==> src/rtl/btb_pc_select_ctrl.sv <==
// rtl/btb_pc_select_ctrl.sv - BTB lookup, mispredict detection and recovery redirect for the fetch next-PC mux
// Define BTB_2BIT_COUNTER_EN to give each entry a 2-bit saturating direction counter.
module btb_pc_select_ctrl #(
  parameter int ENTRIES = 16,
  parameter int IDX_W   = 4
) (
  input  logic        clk,
  input  logic        rst,
  input  logic        stall,
  input  logic [31:0] fetch_pc,
  output logic        hit,
  output logic [31:0] predicted_target,
  output logic        r,
  output logic [31:0] recovery_pc,
  output logic        flush,
  input  logic        ex_valid,
  input  logic [31:0] ex_pc,
  input  logic        ex_is_branch,
  input  logic        ex_taken,
  input  logic [31:0] ex_target,
  input  logic        ex_pred_hit,
  input  logic [31:0] ex_pred_target,
  output logic [15:0] mispredict_count
);
  localparam int TAG_W = 30 - IDX_W;

  typedef enum logic {RUN, RECOVER} state_t;

  state_t             state_q, state_d;
  logic [ENTRIES-1:0] valid_q, valid_d;
  logic [TAG_W-1:0]   tag_q    [ENTRIES];
  logic [TAG_W-1:0]   tag_d    [ENTRIES];
  logic [31:0]        target_q [ENTRIES];
  logic [31:0]        target_d [ENTRIES];
`ifdef BTB_2BIT_COUNTER_EN
  logic [1:0]         ctr_q    [ENTRIES];
  logic [1:0]         ctr_d    [ENTRIES];
`endif
  logic [31:0]        recovery_pc_q, recovery_pc_d;
  logic [15:0]        mispredict_count_q, mispredict_count_d;

  logic [IDX_W-1:0]   f_idx, e_idx;
  logic [TAG_W-1:0]   f_tag, e_tag;
  logic               raw_hit, e_match, mispredict;

  assign f_idx = fetch_pc[IDX_W+1:2];
  assign f_tag = fetch_pc[31:IDX_W+2];
  assign e_idx = ex_pc[IDX_W+1:2];
  assign e_tag = ex_pc[31:IDX_W+2];

  always_comb begin
    raw_hit = valid_q[f_idx] && (tag_q[f_idx] == f_tag);
`ifdef BTB_2BIT_COUNTER_EN
    raw_hit = raw_hit && ctr_q[f_idx][1];
`endif
  end

  // The mux gives hit priority over r, so the prediction is masked while redirecting.
  assign r                = (state_q == RECOVER);
  assign flush            = r;
  assign hit              = raw_hit && !r;
  assign predicted_target = target_q[f_idx];
  assign recovery_pc      = recovery_pc_q;
  assign mispredict_count = mispredict_count_q;

  assign e_match = valid_q[e_idx] && (tag_q[e_idx] == e_tag);

  always_comb begin
    mispredict = 1'b0;
    if (ex_is_branch)
      mispredict = (ex_taken != ex_pred_hit) ||
                   (ex_taken && ex_pred_hit && (ex_target != ex_pred_target));
    else
      mispredict = ex_pred_hit;
  end

  always_comb begin
    state_d            = state_q;
    valid_d            = valid_q;
    tag_d              = tag_q;
    target_d           = target_q;
`ifdef BTB_2BIT_COUNTER_EN
    ctr_d              = ctr_q;
`endif
    recovery_pc_d      = recovery_pc_q;
    mispredict_count_d = mispredict_count_q;
    case (state_q)
      RUN: begin
        if (ex_valid) begin
          if (mispredict) begin
            state_d       = RECOVER;
            recovery_pc_d = (ex_is_branch && ex_taken) ? ex_target : ex_pc + 32'd4;
            if (mispredict_count_q != 16'hFFFF)
              mispredict_count_d = mispredict_count_q + 16'd1;
          end
          if (ex_is_branch && ex_taken) begin
            valid_d[e_idx]  = 1'b1;
            tag_d[e_idx]    = e_tag;
            target_d[e_idx] = ex_target;
`ifdef BTB_2BIT_COUNTER_EN
            if (!e_match)
              ctr_d[e_idx] = 2'b10;
            else if (ctr_q[e_idx] != 2'b11)
              ctr_d[e_idx] = ctr_q[e_idx] + 2'd1;
`endif
          end else if (e_match) begin
`ifdef BTB_2BIT_COUNTER_EN
            if (!ex_is_branch)
              valid_d[e_idx] = 1'b0;
            else if (ctr_q[e_idx] != 2'b00)
              ctr_d[e_idx] = ctr_q[e_idx] - 2'd1;
`else
            valid_d[e_idx] = 1'b0;
`endif
          end
        end
      end
      RECOVER: begin
        if (!stall)
          state_d = RUN;
      end
      default: state_d = RUN;
    endcase
  end

  always_ff @(posedge clk) begin
    if (rst) begin
      state_q            <= RUN;
      valid_q            <= '0;
      recovery_pc_q      <= '0;
      mispredict_count_q <= '0;
`ifdef BTB_2BIT_COUNTER_EN
      for (int i = 0; i < ENTRIES; i++)
        ctr_q[i] <= 2'b01;
`endif
    end else begin
      state_q            <= state_d;
      valid_q            <= valid_d;
      tag_q              <= tag_d;
      target_q           <= target_d;
      recovery_pc_q      <= recovery_pc_d;
      mispredict_count_q <= mispredict_count_d;
`ifdef BTB_2BIT_COUNTER_EN
      ctr_q              <= ctr_d;
`endif
    end
  end
endmodule

==> config.mk <==
export PLATFORM = sky130hd
export DESIGN_NAME = btb_pc_select_ctrl
export DESIGN_NICKNAME = d
export VERILOG_FILES = /design/src/rtl/btb_pc_select_ctrl.sv
export SDC_FILE = /design/constraint.sdc
export NUM_CORES = 1
export LEC_CHECK = 0
export CORE_MARGIN = 5
export CORE_UTILIZATION = 60
export DETAILED_ROUTE_END_ITERATION = 10
export GPL_TIMING_DRIVEN = 0
export PLACE_DENSITY_LB_ADDON = 0.1
export REMOVE_ABC_BUFFERS = 1
export SKIP_CTS_REPAIR_TIMING = 1
export SYNTH_ARGS = -nofsm -noshare
export SYNTH_HDL_FRONTEND = slang
export SYNTH_SLANG_ARGS = --single-unit
==> constraint.sdc <==
create_clock -name clk -period 6.2 [get_ports clk]
set_input_delay 0.62 -clock clk [delete_from_list [all_inputs] [get_ports clk]]
set_output_delay 0.62 -clock clk [all_outputs]
set_load 0.02 [all_outputs]
Word-level counts from Yosys, hierarchy flattened

Cells that the tools add are included.

Reductions and logical operators: 15
Order comparisons: 6
Bitwise gates (word level): 7
Muxes and demuxes: 29
Add/subtract/negate cells: 2
Eq/ne operators: 5

Operator list:

| cell                  | number |
|---|---|
| $bwmux 512            | 1 |
| $bwmux 416            | 1 |
| $bmux 26 s4           | 2 |
| $mux 26               | 5 |
| $bmux 32 s4           | 1 |
| $demux 32 s4          | 1 |
| $mux 32               | 4 |
| $demux 26 s4          | 1 |
| $eq 26x26->1          | 2 |
| $add 32x3->32 const B | 1 |
| $mux 16               | 2 |
| $ne 32x32->1          | 1 |
| $add 16x1->16 const B | 1 |
| $and 16x16->16        | 1 |
| $ne 16x16->1 const B  | 1 |
| $not 16->16           | 1 |
| $or 16x16->16         | 1 |
| $ge 5x5->1 const B    | 2 |
| $lt 4x5->1 const B    | 2 |
| $not 4->5             | 2 |
| $bmux 1 s4            | 2 |
| $logic_and 1x1->1     | 8 |
| $reduce_and 4->1      | 2 |
| $mux 1                | 7 |
| 10 further kinds      | 12 |

Output and inout port bits: 83
Bits in registers: 993

Longest topological paths before layout

Depth in word-level cells: 8
Mapped depth: 15

Least setup slack after synthesis

OpenSTA, ideal clock, no wires.

Kind: input to register
Start point: in ex_pc[5]
End point: reg tag_q[0] in the netlist's numbering (enable)
Buffers on the path: 3
Data arrival time: 4,121 ps
Library setup time: 474 ps
Stages on the path: 6
Setup slack: 1,605 ps
Cell sequence: clkbuf_1 > and2_1 > clkbuf_1 > clkbuf_1 > nand2_1 > nor2_1

RTL lines:

| element                | line | text |
|---|---|---|
| start: declaration     | 17   | `input logic [31:0] ex_pc,` |
| end signal: assignment | 139  | `tag_q <= tag_d;` |
| end: declaration       | 31   | `logic [TAG_W-1:0] tag_q [ENTRIES];` |

Final worst setup path

Start point: in fetch_pc[2]
End point: out hit

Longest elaborated chain between the ends: 7
Elaborated cells on any way between the ends: 9

Ends and longest elaborated chain:

| element                                     | line | text |
|---|---|---|
| start: declaration                          | 10   | `input logic [31:0] fetch_pc,` |
| $not 4->5 (not written as such)             | 52   | `raw_hit = valid_q[f_idx] && (tag_q[f_idx] == f_tag);` |
| $bmux 26 s4                                 | 52   |  |
| $mux 26 (not written as such) (2 in series) | 52   |  |
| $eq 26x26->1                                | 52   |  |
| $logic_and 1x1->1 (*)                       | 52   |  |
| $logic_and 1x1->1 (*)                       | 61   | `assign hit = raw_hit && !r;` |
| end: declaration                            | 11   | `output logic hit,` |

Every way passes the cells marked *; elsewhere a longest branch is shown, timed or not. The select of a mux whose other input is x is not followed.

==> flow_summary.yaml <==
run_status:
  status: "complete, no violations"
clock_tree:
  clock_sinks: 993
  cts_tree: "done"
  cts.clk_slew.worst_paths_ns: 0.06
  cts_max_path_buffers: 3
  cts-root-buf: "sky130_fd_sc_hd__clkbuf_16"
  cts_made_buffers: 101
  cts_htree_levels: 3
  clk-insertion-delay-late_ns: 0.66
drt:
  antenna_violating_nets_post_route: 0
  route.detailed.wl_per_inst_um: 33.3
  route.detailed.vias_per_inst: 6.97
  routed-via-count: 24300
  drt_first_pass_iters: 7
  total_wirelength_of_the_detailed_routed_design_mm: 116
  drtIter0Drc: 3219
  drt_drc_violations_left: 0
setup_path:
  timing.critical_path.slowest_cell_delay_ns: 0.65
  worstReg2RegStart: "tag_q[156]"
  timing.critical_path.from: "fetch_pc[2]"
  critPathCaptureType: "output pin"
  timing.critical_path.arrival_ns: 5.16
  startpoint_type: "input port"
  ff2ff_setup_slack_ns: 2.36
  crit_slowest_cell: "sky130_fd_sc_hd__clkdlybuf4s50_1"
  ff2ff_path_depth: 8
  worstPathRequired_ns: 5.58
  cell_by_cell_trace_of_the_critical_path: "buf_8 -> buf_16 -> buf_16 -> mux4_2 -> mux4_2 -> xnor2_1 -> nand4_1 -> nor4_2 -> nand3_1 -> nor4_1 -> clkdlybuf4s50_1"
  crit_path_max_fanout: 62
  path_class: "in2out"
synth:
  postSynthCellCount: 2249
  mappedNetlistArea_um2: 43300
  yosysSeqAreaShare_pct: 67.4
  synth_seq_cells: 993
  post_synth.cell_area_avg_um2: 19.2
  fraction_of_registers_with_async_set_or_reset_after_synthesis_pct: 0
  synthDominantAreaCellType: "sky130_fd_sc_hd__edfxtp_1"
  yosysTopAreaCellShare_pct: 64.4
  yosysWarningCount: 0
  yosys-top-cells-area: "sky130_fd_sc_hd__edfxtp_1 64%, sky130_fd_sc_hd__mux4_2 19%, sky130_fd_sc_hd__dfxtp_1 3.0%"
  number_of_flops_mapped_to_enable_cells_by_yosys: 928
  synth.distinct_cells: 61
  most_common_flop_cell_mapped_by_yosys: "sky130_fd_sc_hd__edfxtp_1"
sta:
  fmax_mhz: 173
  worst_max_slew_margin_expressed_relative_to_the_limit_pct: 2.84
  final_hold_viol_count: 0
  post-route-period-util_pct: 93.2
  min_period_ns: 5.78
  max_slew_violation_count: 0
  tightest_slew_ns: 1.45
  grt_setup_unrepaired: "no"
  worst_clock_skew_ns: 0.0211
  setup_viol: 0
min_path:
  min_from: "rst"
  min_delay_worst_type: "in2reg"
  worst_hold_path.num_cells: 2
  hold_end: "mispredict_count[7]"
placement:
  placed_cell_area_um2: 47000
  gp_routability_congestion: 0.897
  post-dp-hpwl_mm: 67.1
  placement.io_buffers: 215
power:
  vdd_ir_max_mv: 0.285
  power.static_leakage_uw: 0.0160
  power.density_nw_per_um2: 291
grt:
  grt_antenna_before_repair: 8
  grt_overflow_total: 0
  pin_count_of_the_biggest_net_entering_global_routing: 95
  grt.total_usage_pct: 29.7
  grt_first_pass_wirelength_mm: 168
  first_global_vias: 24800
flow_run:
  max_capacitance_violation_count: 0
cells_and_area:
  syn2layout_area_growth_pct: 16.4
  fraction_of_final_layout_cells_sized_beyond_drive_strength_1_pct: 24.4
  finalCoreUtilization_pct: 70.5
  final_design_area_no_fill_um2: 50400
  final_net_count: 2593
  fillcell_total: 4336
floorplanning:
  io_pins: 218
  die_width_um: 279
  die_h_um: 279
  die_outline_area_um2: 77600
  core_area_um2: 71500
  initial_core_util_pct: 60.6
  placementRows: 98
state kept, by name (all words and copies together), names as in the netlist, named ones only:
name              flops
tag_q               416
recovery_pc          32
flush                 1
target_q            512
mispredict_count     16
report_power, final:
part / leakage [µW] / total (µW) / internal, µW / switching, µW
clock network: 0.00164 / 6130 / 3540 / 2590
logic: 0.00553 / 1180 / 524 / 652
registers: 0.00887 / 7370 / 7350 / 18.9
total: 0.0160 / 14700 / 11400 / 3260
cells in the mapped netlist, types with 30 or more instances:
master and count:
sky130_fd_sc_hd__xor2_1 74, sky130_fd_sc_hd__dfxtp_1 65, sky130_fd_sc_hd__mux4_2 371, sky130_fd_sc_hd__mux2i_1 92
sky130_fd_sc_hd__clkbuf_1 86, sky130_fd_sc_hd__edfxtp_1 928, sky130_fd_sc_hd__a21oi_1 30, sky130_fd_sc_hd__nand2_1 63
sky130_fd_sc_hd__nor2_1 72, sky130_fd_sc_hd__xnor2_1 45, sky130_fd_sc_hd__and3_1 37, sky130_fd_sc_hd__o21ai_0 41
final cells by class:
cell class,instances,area [µm²],share of cell area [%]
antenna,1,2.50,0.00497
clock buffer,118,2620,5.20
clock inverter,68,719,1.43
inverter,19,71.3,0.142
multi-input combinational,1085,13500,26.8
sequential,993,29200,57.9
tap,950,1190,2.36
timing repair buffer,252,3110,6.18
cells by family after synthesis:
| group | synth area share, % |
|---|---|
| mux | 22.0 |
| simple gates | 3.53 |
| fa+ha+maj | 0.173 |
| xor+xnor | 2.41 |
| flops | 67.4 |
| compound gates | 2.80 |
| buf+inv | 1.74 |
cell usage in the layout, fill, tap and decap left out, drive strengths merged, types with 26 or more instances in the layout:
cell and instances:
a21oi 30, a22oi 27, and3 37, buf 45
clkbuf 119, clkdlybuf4s50 206, clkinv 46, dfxtp 65
edfxtp 928, mux2i 92, mux4 373, nand2 63
nand3 26, nor2 72, o21ai 41, xnor2 45
xor2 74
layer usage:
| layer | vias to the layer above | share of wire [%] | wire length [µm] | track usage [%] |
|---|---|---|---|---|
| met5 | - | 0.080 | 93 | 0 |
| met4 | 14 | 2.8 | 3220 | 8.36 |
| met3 | 228 | 10 | 11700 | 5.46 |
| met2 | 1480 | 50 | 57900 | 48.8 |
| met1 | 12800 | 37 | 43200 | 41.8 |
| li1 | 9825 | - | - | - |
metrics by stage:
| stage | std cells | worst slack (ns) | hold slack, ns | total power (µW) | TNS [ns] |
|---|---|---|---|---|---|
| floorplan | 2097 | 0.192 | 0.494 | 8040 | 0 |
| global placement | 3262 | -14.05 | 0.480 | 8960 | -6188.80 |
| detailed placement | 3298 | -0.146 | 0.483 | 8680 | -1.01 |
| CTS | 3484 | -0.166 | 0.425 | 14700 | -0.166 |
| global route | 3485 | 0.0533 | 0.453 | 15100 | 0 |
| finish | 3486 | 0.422 | 0.443 | 14700 | 0 |
worst max-delay path by stage:
stage / endpoint / slack, ns / cells past startpoint
floorplan: mispredict_count[10] / 0.19 / 6
global placement: hit / -14.05 / 9
detailed placement: hit / -0.15 / 11
CTS: hit / -0.17 / 11
global route: hit / 0.05 / 11
finish: hit / 0.42 / 11
critical path, delay by kind of cell:
kind,cells,cell delay (ns)
buffers and inverters,4,1.83
and+or+nand+nor,4,1.23
muxes,2,1.05
xor gates and xnor gates,1,0.32
Power figures use the tool's default switching activity.
